## src/rtl/alu_pkg.sv

```systemverilog
// Shared ALU encodings: ALU control codes, instruction op classes, datapath defaults.
package alu_pkg;
  localparam int XLEN_DEF = 32;
  localparam int RW_DEF   = 5;

  localparam logic [1:0] OPC_R  = 2'b00;
  localparam logic [1:0] OPC_I  = 2'b01;
  localparam logic [1:0] OPC_LS = 2'b10;
  localparam logic [1:0] OPC_BR = 2'b11;

  localparam logic [3:0] ALU_ADD = 4'b0000;
  localparam logic [3:0] ALU_SUB = 4'b0001;
  localparam logic [3:0] ALU_AND = 4'b0010;
  localparam logic [3:0] ALU_OR  = 4'b0011;
  localparam logic [3:0] ALU_XOR = 4'b0100;
  localparam logic [3:0] ALU_SLT = 4'b0101;
  localparam logic [3:0] ALU_SLL = 4'b0110;
  localparam logic [3:0] ALU_SRA = 4'b0111;
  localparam logic [3:0] ALU_SRL = 4'b1011;
  localparam logic [3:0] ALU_BEQ = 4'b1110;
  localparam logic [3:0] ALU_BNE = 4'b1111;

  function automatic logic is_shift(input logic [3:0] code);
    return (code == ALU_SLL) || (code == ALU_SRA) || (code == ALU_SRL);
  endfunction
endpackage

```

## src/rtl/alu_ctrl_dec.sv

```systemverilog
// Combinational ALU control decode from (opclass, funct3, funct7[5]).
module alu_ctrl_dec
  import alu_pkg::*;
(
  input  logic [1:0] opclass,
  input  logic [2:0] funct3,
  input  logic       f7b5,
  output logic [3:0] alu_ctrl
);
  always_comb begin
    alu_ctrl = ALU_ADD;
    case (opclass)
      OPC_R, OPC_I: begin
        case (funct3)
          3'b000:        alu_ctrl = (opclass == OPC_R && f7b5) ? ALU_SUB : ALU_ADD;
          3'b001:        alu_ctrl = ALU_SLL;
          3'b010, 3'b011: alu_ctrl = ALU_SLT;
          3'b100:        alu_ctrl = ALU_XOR;
          3'b101:        alu_ctrl = f7b5 ? ALU_SRA : ALU_SRL;
          3'b110:        alu_ctrl = ALU_OR;
          default:       alu_ctrl = ALU_AND;
        endcase
      end
      OPC_LS: alu_ctrl = ALU_ADD;
      default: begin
        case (funct3)
          3'b000:  alu_ctrl = ALU_BEQ;
          3'b001:  alu_ctrl = ALU_BNE;
          default: alu_ctrl = ALU_SUB;
        endcase
      end
    endcase
  end
endmodule

```

## src/rtl/id_ex_stage.sv

```systemverilog
// ID/EX register slot: decodes ALU control, forwards MEM/WB results onto the held
// operands every cycle, stalls on load-use, and hands operands to the ALU via valid/ready.
module id_ex_stage
  import alu_pkg::*;
#(
  parameter int XLEN = XLEN_DEF,
  parameter int RW   = RW_DEF
) (
  input  logic            clk,
  input  logic            rst_n,
  input  logic            in_valid,
  output logic            in_ready,
  input  logic [1:0]      in_opclass,
  input  logic [2:0]      in_funct3,
  input  logic            in_f7b5,
  input  logic [RW-1:0]   in_rs1,
  input  logic [RW-1:0]   in_rs2,
  input  logic [XLEN-1:0] in_rs1_data,
  input  logic [XLEN-1:0] in_rs2_data,
  input  logic [XLEN-1:0] in_imm,
  input  logic [RW-1:0]   in_rd,
  input  logic            in_is_load,
  input  logic            flush,
  input  logic            mem_wen,
  input  logic [RW-1:0]   mem_rd,
  input  logic [XLEN-1:0] mem_data,
  input  logic            wb_wen,
  input  logic [RW-1:0]   wb_rd,
  input  logic [XLEN-1:0] wb_data,
  output logic            out_valid,
  input  logic            out_ready,
  output logic [XLEN-1:0] alu_src1,
  output logic [XLEN-1:0] alu_src2,
  output logic [3:0]      alu_ctrl,
  output logic [RW-1:0]   ex_rd,
  output logic            ex_is_load
);
  typedef struct packed {
    logic [1:0]      opclass;
    logic [3:0]      ctrl;
    logic [RW-1:0]   rs1;
    logic [RW-1:0]   rs2;
    logic [XLEN-1:0] rs1_data;
    logic [XLEN-1:0] rs2_data;
    logic [XLEN-1:0] imm;
    logic [RW-1:0]   rd;
    logic            is_load;
  } slot_t;

  slot_t      slot, slot_nxt;
  logic       vld;
  logic [3:0] dec_ctrl;
  logic       hazard;
  logic       accept;

  alu_ctrl_dec u_dec (
    .opclass  (in_opclass),
    .funct3   (in_funct3),
    .f7b5     (in_f7b5),
    .alu_ctrl (dec_ctrl)
  );

  // Stall the consumer of a load still sitting in EX; I-type has no rs2 operand.
  assign hazard = vld && slot.is_load && (slot.rd != '0) &&
                  ((slot.rd == in_rs1) || ((slot.rd == in_rs2) && (in_opclass != OPC_I)));
  assign in_ready = (!vld || out_ready) && !hazard && !flush;
  assign accept   = in_valid && in_ready;

  always_comb begin
    slot_nxt          = slot;
    slot_nxt.opclass  = in_opclass;
    slot_nxt.ctrl     = dec_ctrl;
    slot_nxt.rs1      = in_rs1;
    slot_nxt.rs2      = in_rs2;
    slot_nxt.rs1_data = in_rs1_data;
    slot_nxt.rs2_data = in_rs2_data;
    slot_nxt.imm      = in_imm;
    slot_nxt.rd       = in_rd;
    slot_nxt.is_load  = in_is_load;
  end

  always_ff @(posedge clk) begin
    if (!rst_n) begin
      vld  <= 1'b0;
      slot <= '0;
    end else if (flush) begin
      vld  <= 1'b0;
    end else if (accept) begin
      vld  <= 1'b1;
      slot <= slot_nxt;
    end else if (out_ready) begin
      vld  <= 1'b0;
    end
  end

  function automatic logic [XLEN-1:0] fwd(
    input logic [RW-1:0]   rs,
    input logic [XLEN-1:0] rdata,
    input logic            m_wen,
    input logic [RW-1:0]   m_rd,
    input logic [XLEN-1:0] m_data,
    input logic            w_wen,
    input logic [RW-1:0]   w_rd,
    input logic [XLEN-1:0] w_data
  );
    if (rs == '0)                   return rdata;
    else if (m_wen && (m_rd == rs)) return m_data;
    else if (w_wen && (w_rd == rs)) return w_data;
    else                            return rdata;
  endfunction

  logic [XLEN-1:0] op1, op2, src2_raw;

  always_comb begin
    op1 = fwd(slot.rs1, slot.rs1_data, mem_wen, mem_rd, mem_data, wb_wen, wb_rd, wb_data);
    op2 = fwd(slot.rs2, slot.rs2_data, mem_wen, mem_rd, mem_data, wb_wen, wb_rd, wb_data);
    src2_raw = ((slot.opclass == OPC_I) || (slot.opclass == OPC_LS)) ? slot.imm : op2;
  end

  // Shift amount lives in the low 5 bits regardless of operand source.
  assign alu_src1   = op1;
  assign alu_src2   = is_shift(slot.ctrl) ? {{(XLEN-5){1'b0}}, src2_raw[4:0]} : src2_raw;
  assign alu_ctrl   = slot.ctrl;
  assign ex_rd      = slot.rd;
  assign ex_is_load = slot.is_load;
  assign out_valid  = vld;
endmodule

```

## config.mk

```make
export PLATFORM = sky130hd
export DESIGN_NAME = id_ex_stage
export DESIGN_NICKNAME = d
export VERILOG_FILES = /design/src/rtl/alu_pkg.sv /design/src/rtl/alu_ctrl_dec.sv /design/src/rtl/id_ex_stage.sv
export SDC_FILE = /design/constraint.sdc
export NUM_CORES = 1
export LEC_CHECK = 0
export ABC_AREA = 1
export BUFFER_PORTS_ARGS = -buffer_cell sky130_fd_sc_hd__buf_2
export CAP_MARGIN = 20
export CORE_ASPECT_RATIO = 0.9
export CORE_MARGIN = 2
export CORE_UTILIZATION = 48
export DETAILED_ROUTE_END_ITERATION = 10
export GPL_TIMING_DRIVEN = 0
export PLACE_DENSITY = 0.78
export SLEW_MARGIN = 20
export SYNTH_ARGS = -nofsm -noshare
export SYNTH_HDL_FRONTEND = slang
export SYNTH_SLANG_ARGS = --single-unit
```

## constraint.sdc

```tcl
create_clock -name clk -period 1.8 [get_ports clk]
set_input_delay 0.45 -clock clk [delete_from_list [all_inputs] [get_ports clk]]
set_output_delay 0.45 -clock clk [all_outputs]
set_load 0.03 [all_outputs]
```

After elaboration in Yosys (flattened, before gate mapping). Index checks and enable logic that the tools add are counted.

Flip-flop bits (word level): 119. Latch bits: 0. Bits in writable memories: 0. Bits in read-only memories: 0. Input port bits: 199. Output and inout port bits: 76. Logic and storage cells: 77. Memories: 0.

Add/subtract/negate cells: 0. Multiply operators: 0. Divide/modulo/power cells: 0. Magnitude comparators: 0. Equality and inequality tests: 20. Shifts and indexed selects: 0. Mux-type cells: 15. Bitwise operators: 2. Reductions and logical operators: 30.

Operators with widths (count): two-way mux 32 bit (8); == test 5 bit (6); one-hot mux 4 bit (6 select lines) (1); one-hot mux 4 bit (2 select lines) (2); logical AND 1 bit (12); zero test 5 bit (2); == test 3 bit, second input constant (3); == test 4 x 3 -> 1 bit, second input constant (2); == test 3 x 2 -> 1 bit, second input constant (2); OR reduction 2 bit (3); logical OR 1 bit (5); nonzero test 5 bit (1); == test 2 x 1 -> 1 bit, second input constant (2); == test 2 bit, second input constant (2); == test 4 bit, second input constant (1); two-way mux 4 bit (1); == test 3 x 1 -> 1 bit, second input constant (1); zero test 1 bit (3); zero test 3 bit (1); two-way mux 1 bit (3); zero test 2 bit (1); != test 2 x 1 -> 1 bit, second input constant (1); inverter 1 bit (2); AND reduction 2 bit (1); nonzero test 2 bit (1).

Logic depth before layout (Yosys ltp).
Depth after elaboration: 9. Gate-level depth with buffers: 13.

Cells and area by module. From an unflattened synthesis, not the netlist that was laid out.

Cells, all modules: 1722. Area, all modules: 9047.4 um^2.

By module, submodules not included: id_ex_stage (instances 1, cells an instance 1693, area an instance 8921.1 um^2); alu_ctrl_dec (instances 1, cells an instance 29, area an instance 126.4 um^2).

Worst setup path before layout. No wires, ideal clock.

Kind: in2out. From: input wb_rd[4]. To: output alu_src2[29]. Arrival: 1822 ps. Required time: 1350 ps. Slack: -472 ps. Stages on the path: 12. Buffers on the path: 2. Cells stage by stage: inv_1 -> nand2_1 -> nand2_1 -> nor2_1 -> nand3b_4 -> nand2_1 -> nand2_1 -> buf_6 -> buf_6 -> nand2_1 -> nand2_1 -> a21oi_1.

Longest elaborated chain between the ends: 7.

RTL lines: start, declared (RTL line id_ex_stage.sv:28) `input logic [RW-1:0] wb_rd,`; == test 5 bit (RTL line id_ex_stage.sv:108) `else if (w_wen && (w_rd == rs)) return w_data;`; logical AND 1 bit (RTL line id_ex_stage.sv:108); two-way mux 32 bit (RTL line id_ex_stage.sv:108); two-way mux 32 bit (RTL line id_ex_stage.sv:107) `else if (m_wen && (m_rd == rs)) return m_data;`; two-way mux 32 bit (RTL line id_ex_stage.sv:106) `if (rs == '0) return rdata;`; two-way mux 32 bit (RTL line id_ex_stage.sv:117) `src2_raw = ((slot.opclass == OPC_I) || (slot.opclass == OPC_LS)) ? slot.imm : op2;`; two-way mux 32 bit (RTL line id_ex_stage.sv:122) `assign alu_src2 = is_shift(slot.ctrl) ? {{(XLEN-5){1'b0}}, src2_raw[4:0]} : src2_raw;`; end, declared (RTL line id_ex_stage.sv:33) `output logic [XLEN-1:0] alu_src2,`.

No other way between the ends.

Final worst setup path.
From: register slot[103] (netlist name). To: output alu_src2[22].

Longest elaborated chain between the ends: 7.

RTL lines: start, declared (RTL line id_ex_stage.sv:50) `slot_t slot, slot_nxt;`; start signal, assigned (RTL line id_ex_stage.sv:90) `slot <= slot_nxt;`; == test 5 bit (RTL line id_ex_stage.sv:108); logical AND 1 bit (RTL line id_ex_stage.sv:108); two-way mux 32 bit (RTL line id_ex_stage.sv:108); two-way mux 32 bit (RTL line id_ex_stage.sv:107); two-way mux 32 bit (*) (RTL line id_ex_stage.sv:106); two-way mux 32 bit (*) (RTL line id_ex_stage.sv:117); two-way mux 32 bit (*) (RTL line id_ex_stage.sv:122).

Mark *: on every way between the ends. The rest lies on a longest branch, timed or not.

==> out/metrics.cfg <==
[global_routing]
use_met3_pct = 8.14
grtUsageMet2_pct = 61.4
grt_pass1_vias = 11300
grt_max_degree = 20
overflow = 0
grt-busiest-layer = met2
grt_pass1_wl_um = 58300
grtUsageMet1_pct = 47.0
antenna_found_initial = 1
gr-usage-all-layers_pct = 37.5

[routing]
drt_iter0_markers = 1350
avgRoutedWirePerCell_um = 18.6
vias = 12800
viasPerCell = 5.47
finalWirelength_um = 43600
drtPass1Iterations = 8
ant_nets = 0
drc = 0

[setup_path]
crit_buf_inv = 3
critical_path_arrival_ns = 2.48
timing.rr.start = ex_rd[3]$_SDFFE_PN0P_
path_max_fanout = 10
crit_path_top_delay_cell = dfxtp_2
slowest_delay_ns = 0.34
crit_required_ns = 1.35
start_kind = flip-flop
cpLargestDelayFamily = simple AND/OR/NAND/NOR gates
critical_path_class = reg -> out
cp_cell_sequence = inv_2 > nand2_1 > nand2_2 > nor2_4 > nand3_4 > clkbuf_4 > o21ai_2 > nor2_2 > nor2_2 > nor2_4 > buf_4
crit_start = slot[103]$_SDFFE_PN0P_
cp-end-kind = output pin

[finish]
multi_input_area_um2 = 6530
area_delta_synth_final_pct = 67.1
regArea_um2 = 2430
postLayoutCellArea_um2 = 15200
fill_cells = 1205
nNetsFinal = 2280
drive_gt1_share_pct = 46.5

[placed_design]
place_hpwl_um = 26300
pre_cts_slack_ns = -1.03
port_buffers = 273
place.gp.congestion = 0.969
placed_area_um2 = 11200

[cts]
cts_buffer_depth = 2
cts_max_level = 4
cts-root-buf = clkbuf_16
clkTransAtPathRegs_ns = 0.06
cts_tree = built
clk_latency_ns = 0.44
cts_buffers = 17
cts_sinks = 119
cts_hold_buffers = 0

[synthesis]
synth_common_cells = nand2_1, nor2_1, inv_1, dfxtp_1, nand4_1
synth_warnings = 0
postSynthAreaPerCell_um2 = 5.30
netlist_area_um2 = 9080
yosysTopAreaCell = dfxtp_1
ys_seq_area_share_pct = 26.2
synth.area.top_cells = dfxtp_1, nand2_1, nor2_1
synthAdderAreaFrac_pct = 0
muxShareOfSynthArea_pct = 0
synth_flop_cell = dfxtp_1
synthDistinctLibCells = 30
yosys.area_share.simple_pct = 44.0
synth_top_family_by_area = simple AND/OR/NAND/NOR gates
netlist.area_leader.share_pct = 26.2
synth-xor-area-share_pct = 0.193
ys_async_sr_fraction_pct = 0
synth_compound_area_share_pct = 7.11
synthCells = 1714
synth_edf_count = 0
synth_most_common_cell = nand2_1
syn_nets = 1913
ys_ff_latch = 119

[sta]
final_hold_viol_count = 0
fmax_ghz = 0.342
fin_skew_ns = 0.0111
drv_slew = 0
finalSetupViolations = 70
slew_headroom_pct = 42.0
min_period_ns = 2.93
period_share_pct = 163
rsz0062_at_grt = true
tightest_slew_ns = 0.869
setup_ws_ns = -1.13

[min_path]
hold_path_class = in -> reg
worst_hold_startpoint = in_rs2_data[13]

[floorplan]
die_h_um = 134
fp-row-count = 47
io-pin-count = 275
start_util_pct = 49.2
die-area_um2 = 20000
fp.coreArea_um2 = 18500
die_x_um = 149

[power_and_ir_drop]
p_per_area_nw_per_um2 = 698
ir_drop_v = 0.000694
leakage_nw = 8.10

[status]
violations = setup timing
status = complete, but fails checks

[flow_run]
drv_cap = 0

timing repair:
item | CTS | global route
gates resized for setup | 463 | 326
endpoints found under the hold margin | 0 | 0
buffers inserted | 52 | 17
pin swaps | 75 | 125
cloned | 14 | 10
endpoints found under the setup margin | 175 | 184
final timing paths:
check                           slack, ns  cells past startpoint                      to
worst max-delay path                -1.13                     11            alu_src2[22]
worst min-delay path                 0.34                      5   slot[51]$_SDFFE_PN0P_
worst max register to register      -0.04                     12  slot[117]$_SDFFE_PN0P_
worst min register to register       0.51                      4   slot[50]$_SDFFE_PN0P_
registers in the layout (all words and copies together), names as in the netlist:
name,flops
slot,108
ex_rd,5
alu_ctrl,4
ex_is_load,1
out_valid,1
where the power goes:
group	switching [mW]	internal [mW]	total, mW
logic	2.54	1.59	4.13
registers	0.153	2.82	2.97
clock network	1.34	2.15	3.49
cells by family (layout without fill, tap and decap cells):
kind of cell,count (synthesis),after routing
XOR/XNOR,2,2
AND/OR/NAND/NOR,956,957
AO/OA/AOI/OAI,126,126
buffers and inverters,511,890
flip-flops,119,119
other,0,1
stage by stage:
stage	hold slack, ns	cells	total power [mW]	util, %	setup TNS (ns)
finish	0.341	2340	10.6	82.1	-56.09
global route	0.354	2340	10.9	82.1	-61.54
CTS	0.316	2328	9.98	75.7	-49.11
detailed placement	0.495	2232	5.86	60.9	-87.11
global placement	0.494	2232	5.83	60.9	-84.95
floorplan	0.483	1714	4.96	-	-9.94
metal layers:
layer	part of all wire (%)	wire length, um
met1	37	16200
met2	45	19800
met3	11	5010
met4	6.2	2690
met5	0	0
final cells by class:
type	count	share of cell area (%)
buffer	106	6.35
inverter	399	10.2
antenna	1	0.0165
sequential	119	16.0
tap	245	2.02
clock buffer	22	3.13
clock inverter	10	0.784
timing repair inverter	1	0.107
timing repair buffer	352	18.3
multi-input combinational	1085	43.1
worst register-to-register path, delay by kind of cell, from the launching register on:
kind | cells | cell delay, ns
AND/OR/NAND/NOR | 7 | 0.75
flip-flops | 1 | 0.37
buffers and inverters | 5 | 0.62
cell usage in the layout, fill, tap and decap left out, types with 24 or more instances in the layout:
cell	n
buf_2	212
o21ai_0	39
nor2_1	137
clkbuf_16	31
buf_6	93
nand4_1	119
inv_1	281
inv_2	106
nand2_4	24
nor2_4	103
nand2_2	89
dfxtp_1	104
clkbuf_1	25
nand2_1	356
nor2_2	100
buf_4	50
Power figures use the tool's default switching activity.
